<file path="src/rtl/channel_accumulator_p_pkg.sv">
// Shared widths and arithmetic helpers for the channel accumulator datapath.
// Pure package: no state, no latency, no flow control.
package channel_accumulator_p_pkg;

  localparam int DEF_LANES = 16;
  localparam int DEF_IN_W  = 11;
  localparam int DEF_ACC_W = 16;
  localparam int DEF_CNT_W = 5;

  // Widest accumulator the clip helper supports (ACC_W must stay below this).
  localparam int CLIP_W = 64;

  // Takes an (acc_w+1)-bit sum sign-extended to CLIP_W+1 bits and returns
  // {result, ovf}; only the low acc_w bits of result are meaningful.
  function automatic logic [CLIP_W:0] sat_clip(input logic [CLIP_W:0] sum,
                                               input logic [6:0]      acc_w,
                                               input logic            sat);
    logic [CLIP_W-1:0] one;
    logic [CLIP_W-1:0] max_v;
    logic [CLIP_W-1:0] val;
    logic              ovf;
    one   = CLIP_W'(1);
    max_v = (one << (acc_w - 7'd1)) - one;
    ovf   = sum[acc_w] ^ sum[acc_w - 7'd1];
    if (ovf && sat) begin
      val = sum[acc_w] ? ~max_v : max_v;
    end else begin
      val = sum[CLIP_W-1:0];
    end
    return {val, ovf};
  endfunction

  function automatic int lane_lsb(input int lane, input int w);
    return lane * w;
  endfunction

endpackage

</file>
<file path="src/rtl/channel_accumulator_p_lane.sv">
// One lane: sign-extend, add to running sum (or restart), clip/wrap, flag overflow.
// Purely combinational; no handshake of its own.
module chacc_lane
  import channel_accumulator_p_pkg::*;
#(
  parameter int IN_W  = DEF_IN_W,
  parameter int ACC_W = DEF_ACC_W,
  parameter int SAT   = 1
) (
  input  logic [IN_W-1:0]  in_lane,
  input  logic [ACC_W-1:0] acc,
  input  logic             first,
  output logic [ACC_W-1:0] sum,
  output logic             ovf
);

  logic [ACC_W:0] in_ext;
  logic [ACC_W:0] acc_ext;
  logic [ACC_W:0] raw;

  assign in_ext  = {{(ACC_W + 1 - IN_W){in_lane[IN_W-1]}}, in_lane};
  assign acc_ext = first ? '0 : {acc[ACC_W-1], acc};
  assign raw     = acc_ext + in_ext;

  // Truncating to ACC_W+1 keeps the clipped lane value and the overflow bit.
  assign {sum, ovf} = (ACC_W + 1)'(sat_clip({{(CLIP_W - ACC_W){raw[ACC_W]}}, raw},
                                            7'(ACC_W), SAT != 0));

endmodule

</file>
<file path="src/rtl/channel_accumulator_p.sv">
// Accumulates cfg_groups+1 beats per lane and emits one vector per group; result one cycle after last beat.
// Backpressure: in_ready drops only while a result is held and out_ready is low.
module channel_accumulator_p
  import channel_accumulator_p_pkg::*;
#(
  parameter int LANES = DEF_LANES,
  parameter int IN_W  = DEF_IN_W,
  parameter int ACC_W = DEF_ACC_W,
  parameter int CNT_W = DEF_CNT_W,
  parameter int SAT   = 1
) (
  input  logic                   clk,
  input  logic                   rst,
  input  logic [CNT_W-1:0]       cfg_groups,
  input  logic                   clear,
  input  logic                   in_valid,
  output logic                   in_ready,
  input  logic [LANES*IN_W-1:0]  in_data,
  output logic                   out_valid,
  input  logic                   out_ready,
  output logic [LANES*ACC_W-1:0] out_data,
  output logic [LANES-1:0]       ovf,
  output logic                   busy
);

  logic [LANES*ACC_W-1:0] acc;
  logic [LANES*ACC_W-1:0] sum_vec;
  logic [LANES-1:0]       lane_ovf;
  logic [CNT_W-1:0]       cnt;
  logic [CNT_W-1:0]       grp_len;
  logic                   idle;
  logic                   accept;
  logic                   take;
  logic                   last;

  assign idle     = (cnt == '0);
  assign busy     = ~idle;
  assign in_ready = ~out_valid | out_ready;
  assign accept   = in_valid & in_ready & ~clear;
  assign take     = out_valid & out_ready;
  // The first beat of a group decides its length from the live config.
  assign last     = idle ? (cfg_groups == '0) : (cnt == grp_len);

  for (genvar i = 0; i < LANES; i++) begin : g_lane
    chacc_lane #(
      .IN_W  (IN_W),
      .ACC_W (ACC_W),
      .SAT   (SAT)
    ) u_lane (
      .in_lane (in_data[lane_lsb(i, IN_W) +: IN_W]),
      .acc     (acc[lane_lsb(i, ACC_W) +: ACC_W]),
      .first   (idle),
      .sum     (sum_vec[lane_lsb(i, ACC_W) +: ACC_W]),
      .ovf     (lane_ovf[i])
    );
  end

  always_ff @(posedge clk or negedge rst) begin
    if (!rst) begin
      acc       <= '0;
      cnt       <= '0;
      grp_len   <= '0;
      out_data  <= '0;
      out_valid <= 1'b0;
      ovf       <= '0;
    end else begin
      if (take) begin
        out_valid <= 1'b0;
      end
      if (clear) begin
        acc <= '0;
        cnt <= '0;
        ovf <= '0;
      end else if (accept) begin
        ovf <= ovf | lane_ovf;
        if (idle) begin
          grp_len <= cfg_groups;
        end
        if (last) begin
          out_data  <= sum_vec;
          out_valid <= 1'b1;
          acc       <= '0;
          cnt       <= '0;
        end else begin
          acc <= sum_vec;
          cnt <= cnt + CNT_W'(1);
        end
      end
    end
  end

endmodule

</file>
<file path="config.mk">
export PLATFORM = sky130hd
export DESIGN_NAME = channel_accumulator_p
export DESIGN_NICKNAME = d
export VERILOG_FILES = /design/src/rtl/channel_accumulator_p_pkg.sv /design/src/rtl/channel_accumulator_p_lane.sv /design/src/rtl/channel_accumulator_p.sv
export SDC_FILE = /design/constraint.sdc
export NUM_CORES = 1
export LEC_CHECK = 0
export BUFFER_PORTS_ARGS = -buffer_cell sky130_fd_sc_hd__buf_2
export CAP_MARGIN = 20
export CELL_PAD_IN_SITES_DETAIL_PLACEMENT = 1
export CELL_PAD_IN_SITES_GLOBAL_PLACEMENT = 1
export CORE_ASPECT_RATIO = 1.5
export CORE_MARGIN = 10
export CORE_UTILIZATION = 49
export CTS_BUF_LIST = sky130_fd_sc_hd__clkbuf_8 sky130_fd_sc_hd__clkbuf_16
export DETAILED_ROUTE_END_ITERATION = 10
export GPL_TIMING_DRIVEN = 0
export PLACE_DENSITY_LB_ADDON = 0.1
export SYNTH_ARGS = -nofsm -noshare
export SYNTH_HDL_FRONTEND = slang
export SYNTH_SLANG_ARGS = --single-unit
</file>
<file path="constraint.sdc">
create_clock -name clk -period 6.8 [get_ports clk]
set_input_delay 1.36 -clock clk [delete_from_list [all_inputs] [get_ports clk]]
set_output_delay 1.36 -clock clk [all_outputs]
set_load 0.02 [all_outputs]
</file>
======== After elaboration in Yosys (flattened, before gate mapping) ========
Index checks and enable logic that the tools add are counted.
word-level totals
  register bits ........................... 539
  input bits .............................. 186
  output and inout bits ................... 275
  word-level logic and storage cells ...... 114
operators by class
  add/subtract/negate cells ............... 17
  equal/unequal tests ..................... 1
  muxes and demuxes ....................... 61
  bitwise operators ....................... 24
  reductions and logical operators ........ 5
operators by type and width
  cell                 count
  $mux 256             3
  $mux 16              34
  $add 17x17->17       16
  $mux 17              16
  $or 16x16->16        1
  $xor 1x1->1          16
  $mux 5               3
  $logic_not 5->1      2
  $reduce_and 3->1     2
  $add 5x1->5 const B  1
  $eq 5x5->1           1
  $mux 1               5
  $and 1x1->1          3
  $not 1->1            3
  $reduce_bool 2->1    1
  $or 1x1->1           1

======== Depth between registers and ports, before layout ========
  depth after elaboration ................. 8
  mapped depth ............................ 19
  gate-level depth less buffers ........... 14

======== By module ========
Synthesis repeated with hierarchy kept, for this count alone.
second synthesis, totals
  cells, all modules ...................... 3746
  area, all modules ....................... 38174.1 µm²
modules (own cells, without submodules)
  module                              times used  cells each  area an instance (µm²)  seq. area each (µm²)
  channel_accumulator_p               1           1234        20762.4                 13487.9
  chacc_lane at g_lane[0].u_lane ...  8           173         1167.4                  0.0
  chacc_lane at g_lane[3].u_lane ...  4           141         1011.0                  0.0
  chacc_lane at g_lane[2].u_lane ...  4           141         1007.2                  0.0

======== Worst setup path after synthesis ========
No wires, ideal clock.
  kind .................................... flip-flop to flip-flop
  from .................................... reg cnt[0]
  to ...................................... reg acc[57]
  setup time .............................. 126 ps
  data arrival time ....................... 4125 ps
  setup slack ............................. 2549 ps
  stages on the path, launching flop included .. 19
  path buffers ............................ 4
  clock period less this slack ............ 4251 ps
  cell sequence ........................... dfrtp_1 inv_1 ha_1 or4b_1 clkbuf_1 clkbuf_1 clkbuf_1 and2_1 ha_1 fa_1 a211oi_1 o21ai_0 a31oi_1 nor3_1 o32a_1 nor2_1 nor2_1 buf_2 a221o_1
on the way
  longest elaborated chain between the ends .. 8
  elaborated cells on any way between the ends .. 11
  classes of those cells .................. add/sub (1); eq/ne (1); mux (7); bitwise (1); reduce/logical (1)
ends and longest elaborated chain
  item                                    line                                                              source
  from (decl)                             channel_accumulator_p.sv:29                                       logic [CNT_W-1:0] cnt;
  from (signal assigned)                  channel_accumulator_p.sv:86                                       cnt <= cnt + CNT_W'(1);
  $logic_not 5->1                         channel_accumulator_p.sv:36                                       assign idle = (cnt == '0);
  $mux 17                                 channel_accumulator_p_lane.sv:22                                  assign acc_ext = first ? '0 : {acc[ACC_W-1], acc};
  $add 17x17->17                          channel_accumulator_p_lane.sv:23                                  assign raw = acc_ext + in_ext;
  $mux 16 or $xor 1x1->1 (tied branches)  channel_accumulator_p_pkg.sv:26, channel_accumulator_p_pkg.sv:24
  $mux 16                                 channel_accumulator_p_pkg.sv:25                                   if (ovf && sat) begin
  $mux 256 (*)                            channel_accumulator_p.sv:79                                       if (last) begin
  $mux 256 (*)                            channel_accumulator_p.sv:74                                       end else if (accept) begin
  $mux 256 (*)                            channel_accumulator_p.sv:70                                       if (clear) begin
  to (signal assigned)                    channel_accumulator_p.sv:85                                       acc <= sum_vec;
  to (decl)                               channel_accumulator_p.sv:26                                       logic [LANES*ACC_W-1:0] acc;
Every way passes the cells marked *; elsewhere a longest branch is shown, timed or not. The select of a mux whose other input is x is not followed.
A chain may end at the register's enable or synchronous reset.

======== Final worst setup path ========
  from .................................... reg cnt[1]
  to ...................................... reg out_data[234]
on the way
  longest elaborated chain between the ends .. 5
  elaborated cells on any way between the ends .. 9
  classes of those cells .................. add/sub (1); eq/ne (1); mux (4); bitwise (1); reduce/logical (2)
ends and longest elaborated chain
  item                                    line                                                              source
  $logic_not 5->1                         channel_accumulator_p.sv:36
  $mux 17                                 channel_accumulator_p_lane.sv:22
  $add 17x17->17                          channel_accumulator_p_lane.sv:23
  $mux 16 or $xor 1x1->1 (tied branches)  channel_accumulator_p_pkg.sv:26, channel_accumulator_p_pkg.sv:24
  $mux 16                                 channel_accumulator_p_pkg.sv:25
  to (signal assigned)                    channel_accumulator_p.sv:80                                       out_data <= sum_vec;
  to (decl)                               channel_accumulator_p.sv:21                                       output logic [LANES*ACC_W-1:0] out_data,
Several ways; a longest one is shown, not always the timed one.

==> results.yml <==
timing:
  finClkSkew_ps: 26.3
  maxSlewHeadroom_pct: 16.9
  report.final.slew_viol_count: 0
  period_needed_ps: 5710
  hold_violations: 0
  setup_viol: 0
  worst_pin_slew_ps: 1250
  grt_setup_unrepaired: "no"
  tns_ps: 0
  post-route-period-util_pct: 84.0
  max_freq_ghz: 0.175
synth:
  yosysMostFrequentCell: "dfrtp_1"
  synth_area_leader_cell: "dfrtp_1"
  syn_nets: 4398
  postSynthAreaPerCell_um2: 9.01
  syn_area_um2: 35500
  ys_warn_count: 0
  synth_seq_cells: 539
  yosys.area_share.simple_pct: 14.9
  synth_xor_xnor_area_share_pct: 5.40
  ys_top_cells_by_area: "dfrtp_1 (38%), ha_1 (9.1%), o21ai_0 (6.0%)"
  synth_top_family_by_area: "compound AO/OA/AOI/OAI gates"
  synth-compound-area-share_pct: 27.2
  synthCells: 3938
  synthFlopType: "dfrtp_1"
  synth-edff-count: 0
  synth_common_cells: "dfrtp_1 (539), o21ai_0 (425), a21oi_1 (394), nand2_1 (373), and2_1 (268)"
  synth_top_area_share_pct: 38.0
  synth-async-reset-ratio_pct: 100
  yosysUniqueCellTypes: 88
  synth.area.mux_share_pct: 0.656
  synthAdderAreaFrac_pct: 10.5
  yosysSeqAreaShare_pct: 38.0
clocking:
  cts_hold_buf: 0
  clk_path_buf_depth: 3
  clkSinkCount: 539
  cts-root-buf: "clkbuf_16"
  cts-buffers-inserted: 57
  worstSkewPairLatency_ps: 670
  cts_resized: 0
  cts_max_level: 2
  cts_tree: "yes"
  cts_setup_buffers: 0
  cts.clk_slew.worst_paths_ps: 70
grt:
  grt_usage_pct: 33.0
  busiest_layer: "met2"
  grtUsageMet1_pct: 36.5
  grt_antenna_before_repair: 21
  grt_pass1_vias: 36634
  grt_max_degree: 119
  grtUsageMet3_pct: 7.03
  grt_overflow: 0
  grt_pass1_wl_um: 215000
  grt_use_met2_pct: 57.6
pwr:
  peakVddDrop_mv: 0.236
  p_leak_nw: 20.0
  p_per_area_nw_per_um2: 333
  power.total_mw: 13.7
setup_path:
  r2r_end: "out_data[234]$_DFFE_PN0P_"
  crit_path_max_fanout: 10
  rr_worst_depth: 17
  cp_data_arrival_time_ps: 6260
  worst_ep_required_time_ps: 7350
  reg2reg_slack_ps: 1090
  worstReg2RegStart: "cnt[1]$_DFFE_PN0P_"
  critPathKind: "flip-flop to flip-flop"
  crit_path_end_kind: "flip-flop"
  cp-start-kind: "flip-flop"
finish:
  regArea_um2: 13500
  areaGrowthSynthToFinish_pct: 16.2
  multi_input_area_um2: 20900
  fillers: 8510
  finalNetCount: 4927
  layout-drive-gt1-share_pct: 15.3
detailed_routing:
  ant_nets: 0
  avgRoutedWirePerCell_um: 26.0
  drc: 0
  first_pass_iters: 5
  via_count: 34132
  dr.first_iter.drc_count: 1978
  finalWirelength_um: 141000
  vias_per_cell: 6.28
hold_path:
  hp-class: "input port to asynchronous set/reset pin"
die:
  die_w_um: 240
  ios: 461
  core_area_um2: 71600
  die_area_um2: 83800
  rows: 120
  die_h_um: 350
  initial_core_util_pct: 49.6
placed_design:
  dp_hpwl_um: 108000
  routabilityCongestion: 0.923
  port_buffers: 460
flow_run:
  maxCapViolCount: 0
status:
  status: "complete, no violations"
## logic make-up after synthesis
family,after synthesis
compound gates,1495
simple gates,1088
flops,539
fa+ha+maj,293
buf+inv,285
xor+xnor,217
mux,21
## through the flow
stage,setup WS (ps),hold WS [ps],instance area (um2),cells,util (%)
after global routing,800,457,41200,5430,57.6
after global placement,-7390,451,38900,5313,54.4
after CTS,1140,440,41200,5428,57.5
after floorplan,2550,440,35500,3938,-
after detailed placement,1170,459,39200,5323,54.7
final,1090,468,41200,5433,57.6
## cells in the final DEF (no fill, tap or decap), types with 16 or more instances in the layout
master,n
dfrtp_1,539
a221o_1,164
fa_1,16
o21a_1,39
nor2b_1,22
and2_1,268
a31oi_1,41
maj3_1,19
nand3_1,44
nor3_1,45
xor2_1,64
and3_1,30
clkbuf_1,154
a21o_1,87
o31ai_1,61
ha_1,258
a211oi_1,43
o211ai_1,29
a21oi_1,393
xnor2_1,151
o21ai_0,425
nor2_1,220
mux2_2,18
clkbuf_16,59
a22o_1,18
nand2_1,373
buf_2,505
o21bai_1,35
o21ai_1,36
inv_1,85
## routing by layer
layer  vias up  share of wire, %  routed length [um]
met3       358               6.5                9250
met2      1046                49               69800
li1      15475                 -                   -
met1     17225                38               53300
met4        28               6.2                8750
met5         -              0.14                 195
## sequential cells by signal, summed over array words and instances (netlist names)
signal	cells
grp_len	5
ovf	16
acc	256
out_data	256
cnt	5
out_valid	1
## worst max-delay path, cell delays in order, from the launching register on
cell and delay, ps:
dfrtp_1 460, inv_1 80, ha_1 170, or4b_1 150, clkbuf_1 370, clkbuf_1 570, clkbuf_1 510, and2_1 260
ha_1 240, a21o_1 160, a21oi_1 290, o21ai_0 240, a21oi_2 330, o21ai_1 210, xor2_1 720, clkbuf_1 460
a21oi_1 150, o21ai_0 230
## worst max path at each step
stage | start | end | slack (ps) | cells after the start
after floorplan | cnt[0]$_DFFE_PN0P_ | acc[57]$_DFFE_PN0P_ | 2550 | 18
after global placement | rst | out_data[98]$_DFFE_PN0P_ | -7390 | 1
after detailed placement | cnt[0]$_DFFE_PN0P_ | ovf[6]$_DFFE_PN0P_ | 1170 | 19
after CTS | cnt[1]$_DFFE_PN0P_ | ovf[6]$_DFFE_PN0P_ | 1140 | 19
after global routing | cnt[1]$_DFFE_PN0P_ | acc[21]$_DFFE_PN0P_ | 800 | 18
final | cnt[1]$_DFFE_PN0P_ | out_data[234]$_DFFE_PN0P_ | 1090 | 17
## layout make-up
| class | count | share of cell area (%) |
|---|---|---|
| Multi-Input combinational cell | 3114 | 50.6 |
| Tap cell | 915 | 2.78 |
| Sequential cell | 539 | 32.7 |
| Clock buffer | 69 | 3.91 |
| Timing Repair Buffer | 470 | 6.14 |
| Clock inverter | 36 | 1.04 |
| Antenna cell | 5 | 0.0303 |
| Buffer | 209 | 2.12 |
| Inverter | 76 | 0.692 |
## power breakdown
group / leakage [nW] / switching, mW / internal [mW]
Combinational: 11.9 / 3.64 / 1.80
Clock: 1.04 / 1.46 / 2.05
Sequential: 7.10 / 0.608 / 4.15
Total: 20.0 / 5.71 / 8.00
Power figures use the tool's default switching activity.
